**src/rtl/max_star_tree_pkg.sv**
```systemverilog
// Shared constants for the max / max* reduction tree: default metric width,
// mode encodings and the max* correction lookup.
package max_star_tree_pkg;

  localparam int WIDTH_DEFAULT = 10;

  localparam int MODE_MAX_LOG  = 0;
  localparam int MODE_MAX_STAR = 1;

  // Correction is a step approximation of ln(1 + e^-|d|) in LSB units.
  localparam int unsigned CORR_TH_ZERO  = 0;
  localparam int unsigned CORR_TH_SMALL = 2;
  localparam int unsigned CORR_TH_MID   = 5;

  localparam logic [1:0] CORR_VAL_ZERO  = 2'd3;
  localparam logic [1:0] CORR_VAL_SMALL = 2'd2;
  localparam logic [1:0] CORR_VAL_MID   = 2'd1;
  localparam logic [1:0] CORR_VAL_NONE  = 2'd0;

  function automatic logic [1:0] corr_lut(input logic [31:0] mag);
    if (mag == CORR_TH_ZERO)       return CORR_VAL_ZERO;
    else if (mag <= CORR_TH_SMALL) return CORR_VAL_SMALL;
    else if (mag <= CORR_TH_MID)   return CORR_VAL_MID;
    else                           return CORR_VAL_NONE;
  endfunction

endpackage

```
**src/rtl/max_star_tree_node.sv**
```systemverilog
// One tree node: compares two signed metrics, optionally adds the max*
// correction, and registers winner value, winner index and valid.
module max_star_node
  import max_star_tree_pkg::*;
#(
  parameter int WIDTH = WIDTH_DEFAULT,
  parameter int IDX_W = 3,
  parameter int MODE  = MODE_MAX_LOG
) (
  input  logic                    clk,
  input  logic                    rst,
  input  logic                    ce,
  input  logic                    valid_in,
  input  logic signed [WIDTH-1:0] a_val,
  input  logic [IDX_W-1:0]        a_idx,
  input  logic signed [WIDTH-1:0] b_val,
  input  logic [IDX_W-1:0]        b_idx,
  output logic                    valid_out,
  output logic signed [WIDTH-1:0] val_out,
  output logic [IDX_W-1:0]        idx_out
);

  localparam logic [WIDTH:0] SAT_MAX = {2'b00, {(WIDTH-1){1'b1}}};
  localparam logic [WIDTH:0] ONE     = {{WIDTH{1'b0}}, 1'b1};

  logic [WIDTH:0]          diff;
  logic [WIDTH:0]          mag;
  logic [WIDTH:0]          sum;
  logic                    a_wins;
  logic signed [WIDTH-1:0] win_val;
  logic [IDX_W-1:0]        win_idx;
  logic [1:0]              corr;

  logic                    valid_d, valid_q;
  logic signed [WIDTH-1:0] val_d, val_q;
  logic [IDX_W-1:0]        idx_d, idx_q;

  always_comb begin
    // NOTE: every variable gets a default first so no path leaves one unassigned (no latches).
    valid_d = valid_q;
    val_d   = val_q;
    idx_d   = idx_q;

    // One extra bit keeps +511 - (-512) from wrapping to a negative result.
    diff    = {a_val[WIDTH-1], a_val} - {b_val[WIDTH-1], b_val};
    a_wins  = ~diff[WIDTH];
    mag     = diff[WIDTH] ? (~diff + ONE) : diff;
    win_val = a_wins ? a_val : b_val;
    win_idx = a_wins ? a_idx : b_idx;
    corr    = (MODE == MODE_MAX_STAR) ? corr_lut(32'(mag)) : CORR_VAL_NONE;
    sum     = {win_val[WIDTH-1], win_val} + {{(WIDTH-1){1'b0}}, corr};

    if (ce) begin
      valid_d = valid_in;
      idx_d   = win_idx;
      // Correction is non-negative, so only positive overflow is possible.
      val_d   = (~sum[WIDTH] & sum[WIDTH-1]) ? SAT_MAX[WIDTH-1:0] : sum[WIDTH-1:0];
    end
  end

  // NOTE: state is updated with non-blocking assignments so all nodes sample the same edge.
  always_ff @(posedge clk) begin
    if (rst) begin
      valid_q <= 1'b0;
      val_q   <= '0;
      idx_q   <= '0;
    end else begin
      valid_q <= valid_d;
      val_q   <= val_d;
      idx_q   <= idx_d;
    end
  end

  assign valid_out = valid_q;
  assign val_out   = val_q;
  assign idx_out   = idx_q;

endmodule

```
**src/rtl/max_star_tree.sv**
```systemverilog
// Pipelined binary max / max* reduction over NUM_IN signed channels, one
// register stage per tree level, reporting the winning channel index.
module max_star_tree
  import max_star_tree_pkg::*;
#(
  parameter int WIDTH  = WIDTH_DEFAULT,
  parameter int NUM_IN = 8,
  parameter int MODE   = MODE_MAX_LOG
) (
  input  logic                      clk,
  input  logic                      rst,
  input  logic                      ce,
  input  logic                      in_valid,
  input  logic [NUM_IN*WIDTH-1:0]   data_in,
  output logic                      out_valid,
  output logic signed [WIDTH-1:0]   data_out_max,
  output logic [$clog2(NUM_IN)-1:0] max_index
);

  localparam int IDX_W = $clog2(NUM_IN);
  localparam int NODES = 2 * NUM_IN - 1;

  // Heap layout: node n has children 2n+1 and 2n+2, leaves sit at NUM_IN-1+i,
  // which pairs (2k, 2k+1) at the bottom and keeps every level in order.
  logic signed [WIDTH-1:0] tree_val   [NODES];
  logic [IDX_W-1:0]        tree_idx   [NODES];
  logic                    tree_valid [NODES];

  for (genvar i = 0; i < NUM_IN; i++) begin : g_leaf
    assign tree_val[NUM_IN-1+i]   = data_in[i*WIDTH +: WIDTH];
    assign tree_idx[NUM_IN-1+i]   = IDX_W'(i);
    assign tree_valid[NUM_IN-1+i] = in_valid;
  end

  for (genvar n = 0; n < NUM_IN - 1; n++) begin : g_node
    max_star_node #(
      .WIDTH (WIDTH),
      .IDX_W (IDX_W),
      .MODE  (MODE)
    ) u_node (
      .clk       (clk),
      .rst       (rst),
      .ce        (ce),
      .valid_in  (tree_valid[2*n+1]),
      .a_val     (tree_val[2*n+1]),
      .a_idx     (tree_idx[2*n+1]),
      .b_val     (tree_val[2*n+2]),
      .b_idx     (tree_idx[2*n+2]),
      .valid_out (tree_valid[n]),
      .val_out   (tree_val[n]),
      .idx_out   (tree_idx[n])
    );
  end

  assign out_valid    = tree_valid[0];
  assign data_out_max = tree_val[0];
  assign max_index    = tree_idx[0];

endmodule

```
**config.mk**
```make
export PLATFORM = sky130hd
export DESIGN_NAME = max_star_tree
export DESIGN_NICKNAME = d
export VERILOG_FILES = /design/src/rtl/max_star_tree_pkg.sv /design/src/rtl/max_star_tree_node.sv /design/src/rtl/max_star_tree.sv
export SDC_FILE = /design/constraint.sdc
export NUM_CORES = 1
export LEC_CHECK = 0
export BUFFER_PORTS_ARGS = -buffer_cell sky130_fd_sc_hd__buf_2
export CAP_MARGIN = 10
export CORE_MARGIN = 4
export CORE_UTILIZATION = 56
export CTS_CLUSTER_SIZE = 20
export DETAILED_ROUTE_END_ITERATION = 6
export PLACE_DENSITY_LB_ADDON = 0.05
export SLEW_MARGIN = 15
export SYNTH_ARGS = -nofsm -noshare
export SYNTH_HDL_FRONTEND = slang
export SYNTH_SLANG_ARGS = --single-unit
export TNS_END_PERCENT = 1
```
**constraint.sdc**
```tcl
create_clock -name clk -period 2.7 [get_ports clk]
set_input_delay 0.54 -clock clk [delete_from_list [all_inputs] [get_ports clk]]
set_output_delay 0.54 -clock clk [all_outputs]
set_load 0.02 [all_outputs]
```
---- Word level (Yosys, flattened, before mapping) ----
Cells that the tools add are included.
storage, ports and cells
  register bits ........................... 94
  input bits .............................. 84
operators by class
  add/sub/neg operators ................... 7
  muxes and demuxes ....................... 14
operator list
  operator                                        number
  10-bit by 10-bit subtractor with 11-bit output  7
  10-bit 2-to-1 mux                               7
  3-bit 2-to-1 mux                                3
  1-bit 2-to-1 mux                                4

---- Depth between registers and ports, before layout ----
  depth in word-level cells ............... 2
  depth in mapped cells ................... 9

---- Modules after synthesis ----
Synthesis repeated with hierarchy kept, for this count alone.
unflattened totals
  cells, all modules ...................... 912
  area, all modules ....................... 7,837.5 µm²
by module, submodules not included
  module         times used  cells each  area each (µm²)
  max_star_node  7           130         1,118.6
  max_star_tree  1           2           7.5

---- Worst setup path before layout ----
OpenSTA, ideal clock, no wires.
  kind .................................... input -> register
  from .................................... input port data_in[74]
  to ...................................... register g_node[6].u_node.val_q[0]
  library setup time ...................... 0.138 ns
  arrival ................................. 2.023 ns
  required time ........................... 2.562 ns
  path slack .............................. 0.538 ns
  cell stages on the path ................. 9
  buffers on the path ..................... 1
  path through ............................ inv_1 ha_1 a21oi_2 a21oi_2 a2111oi_4 a31oi_4 buf_6 nor3b_2 nor4_2
between the ends
  word-level cells in the longest chain between the ends .. 2
RTL lines
  item                                            line                      RTL
  start, declared                                 max_star_tree.sv:14       input logic [NUM_IN*WIDTH-1:0] data_in,
  10-bit by 10-bit subtractor with 11-bit output  max_star_tree_node.sv:45  diff = {a_val[WIDTH-1], a_val} - {b_val[WIDTH-1], b_val};
  10-bit 2-to-1 mux                               max_star_tree_node.sv:48  win_val = a_wins ? a_val : b_val;
  end signal, assigned                            max_star_tree_node.sv:69  val_q <= val_d;
  end, declared                                   max_star_tree_node.sv:35  logic signed [WIDTH-1:0] val_d, val_q;
Every way passes these cells.
A chain may end at the register's enable or synchronous reset.

---- Worst setup path after layout ----
  from .................................... register g_node[4].u_node.val_q[7]
  to ...................................... register g_node[1].u_node.val_q[1]
between the ends
  word-level cells in the longest chain between the ends .. 2
RTL lines
  item                                            line
  start, declared                                 max_star_tree_node.sv:35
  start signal, assigned                          max_star_tree_node.sv:69
  10-bit by 10-bit subtractor with 11-bit output  max_star_tree_node.sv:45
  10-bit 2-to-1 mux                               max_star_tree_node.sv:48
  end signal, assigned                            max_star_tree_node.sv:69
  end, declared                                   max_star_tree_node.sv:35
Every way passes these cells.

==> results_dict.tcl <==
set metrics [dict create \
    outcome "completed" \
    synth_top_family_by_area "compound AO/OA/AOI/OAI gates" \
    crit_type "reg2reg" \
    crit_chain "inv_1 > ha_1 > a21o_1 > a21oi_1 > o211ai_1 > o31a_1 > mux2i_1 > a211oi_1" \
    dpl.hpwl_mm 9.97 \
    core.rowCount 36 \
    core_sq_mm 0.00977 \
    antennaDiodeCount 0 \
    vias_per_cell 5.57 \
    track_usage_pct 22.2 \
    first_pass_iters 4 \
    cts_setup_buffers 0 \
    synthSimpleGateAreaFrac_pct 16.8 \
    grt_pass1_vias 4628 \
    synthAdderAreaFrac_pct 14.1 \
    synth_edf_count 0 \
    maxCapViolCount 0 \
    final_cells 841 \
    cts_hold_buf 0 \
    min_path_type "in2reg" \
    timing.hold.ws_ps 438 \
    die_w_um 108 \
    syn-cell-area_sq_mm 0.00560 \
    relSlewSlack_pct 51.4 \
    synth_xor_area_share_pct 0.313 \
    worst-path-max-fanout 11 \
    rsz0062_at_grt "no" \
    area_growth_pct 14.8 \
    maxSlewViolCount 0 \
    ys_ff_latch 86 \
    netlist_instances 618 \
    post-route-period-util_pct 91.5 \
    syn_area_per_cell_sq_um 9.07 \
    numCtsBuffers 9 \
    synth_nets 765 \
    clk_latency_ps 350 \
    hold_viol 0 \
    fin_setup_tns_ps 0 \
    layout_commonest_cell "buf_2" \
    clock_skew_ps 16.8 \
    cts.sinks 86 \
    finalWirelength_mm 12.5 \
    synthArstFlopShare_pct 0 \
    final_layout_size_suffix_gt1_share_pct 23.4 \
    crit_family "compound AO/OA/AOI/OAI gates" \
    io_pins 98 \
    num_vias 4683 \
    whs_path_depth 3 \
    post_cts_resized 0 \
    initial_utilization_pct 57.3 \
    cts_tree "yes" \
    powerDensity_mw_per_mm2 561 \
    fin_nets 850 \
    io_buffers 97 \
    drc 0 \
    place_inst 825 \
    grt_antenna_before_repair 0 \
    p_leak_nw 3.03 \
    critPathBufInv 1 \
    crit_slowest_cell "o31a_1" \
    root_buffer "clkbuf_8" \
    ys_seq_area_share_pct 30.7 \
    r2r_slack_ps 230 \
    clkTransAtPathRegs_ps 100 \
    die_area_sq_mm 0.0117 \
    hold_end "g_node[3].u_node.valid_out" \
    ir_drop_v 0.000282 \
    tightest_slew_ps 728 \
    die_h_um 108 \
    grt_start_max_net_pins 90 \
    timing.rr.end "g_node[1].u_node.val_out[1]" \
    yosys_warnings 0 \
    cpPeakStageDelay_ps 520 \
    reg2reg_depth 8 \
    cp_data_required_time_ps 2950 \
    post-route-min-period_ps 2470 \
    layout_common_cells "buf_2, nor2_1, dfxtp_1, a211oi_1, mux2i_1" \
    ys.flop_type "dfxtp_1" \
    synth_compound_area_share_pct 18.0 \
    setup_viol 0 \
    clock.fmax_mhz 405 \
    ctsHtreeMaxLevel 3 \
    gp_congestion 0.895 \
    clk_path_buf_depth 2 \
    grt_pass1_wl_mm 20.9 \
    synth.area.mux_share_pct 12.5 \
    r2r-start "g_node[4].u_node.val_out[7]" \
    cp-end-kind "register" \
    drtAntennaViolNets 0 \
    synth.distinct_cells 44 \
    drtIter0Drc 223 \
    hold_start "in_valid" \
    globalRouteOverflowTotal 0 \
    cp.arrival_ps 2720 \
    routedWlPerCell_um 14.8 \
    worst_setup_path_start_kind "register" \
]
[stage by stage]
stage / instance area, sq um / power (mW) / utilization [%] / setup slack [ps]
finish: 6430 / 3.61 / 65.8 / 231
global route: 6430 / 3.83 / 65.8 / 57.2
CTS: 6430 / 3.63 / 65.8 / 217
detailed placement: 6210 / 2.62 / 63.5 / 117
global placement: 6210 / 2.57 / 63.5 / 181
floorplan: 5600 / 2.34 / - / 538
[synth_stat cells (4+ instances only)]
| cell | count | area, sq um |
|---|---|---|
| nand3_1 | 12 | 60.1 |
| nand2_1 | 7 | 26.3 |
| ha_1 | 63 | 788 |
| clkbuf_1 | 29 | 109 |
| a41oi_1 | 6 | 52.6 |
| buf_6 | 4 | 45.0 |
| a31oi_1 | 5 | 31.3 |
| nor4_2 | 9 | 113 |
| a211oi_1 | 73 | 548 |
| mux2i_1 | 70 | 701 |
| dfxtp_1 | 86 | 1720 |
| a21o_1 | 7 | 52.6 |
| and3b_2 | 9 | 90.1 |
| nor3_1 | 7 | 35.0 |
| a21oi_1 | 10 | 50.1 |
| o211ai_1 | 5 | 37.5 |
| nand4_1 | 4 | 25.0 |
| nand2b_1 | 13 | 81.3 |
| nor3b_2 | 9 | 113 |
| inv_1 | 66 | 248 |
| nor2_1 | 88 | 330 |
[registers in the layout, summed over array words and instances, names as in the netlist]
name,flops
g_node.u_node.valid_out,3
g_node.u_node.val_out,70
g_node.u_node.idx_out,13
[kinds of logic after synthesis]
| group | count (synthesis) |
|---|---|
| AOI/OAI and AO/OA | 129 |
| xor gates and xnor gates | 2 |
| adders and majority gates | 63 |
| buffers and inverters | 102 |
| DFF | 86 |
| muxes | 70 |
| and+or+nand+nor | 166 |
[metal layers]
metal,track usage [%],vias to the layer above,routed length [um]
met2,38.2,90,6000
met1,28.7,2177,5820
met4,5.86,0,159
met5,0,-,0
li1,-,2404,-
met3,4.12,12,497
[area by class of cell]
type / count / area (sq um)
clock buffer: 9 / 124
clock inverter: 7 / 101
fill: 880 / 3340
inverter: 66 / 248
multi-input combinational: 430 / 3460
sequential: 86 / 1720
tap: 133 / 166
timing repair buffer: 110 / 611
[where the power goes]
group          switching [mW]  total [mW]  internal [mW]  leakage [nW]
Clock                   0.488        1.02          0.531         0.107
Sequential             0.0902        1.47           1.38         0.712
Combinational           0.596        1.12          0.524          2.21
Total                    1.17        3.61           2.43          3.03
[worst min-delay path, delay by kind of cell]
family | cells | cell delay, ps
buf+inv | 1 | 80
mux | 1 | 60
simple gates | 1 | 90
[worst max-delay path by stage]
stage	depth (start not counted)	end	slack, ps	from
final	8	g_node[1].u_node.val_out[1]	230	g_node[4].u_node.val_out[7]
after global routing	8	g_node[1].u_node.val_out[1]	60	g_node[4].u_node.val_out[6]
after CTS	8	g_node[1].u_node.val_out[1]	220	g_node[4].u_node.val_out[7]
after detailed placement	9	g_node[6].u_node.val_out[3]	120	data_in[74]
after global placement	8	g_node[6].u_node.val_out[4]	180	data_in[78]
after floorplan	9	g_node[6].u_node.val_out[0]	540	data_in[74]
No activity file was read; power rests on OpenSTA's default activity.
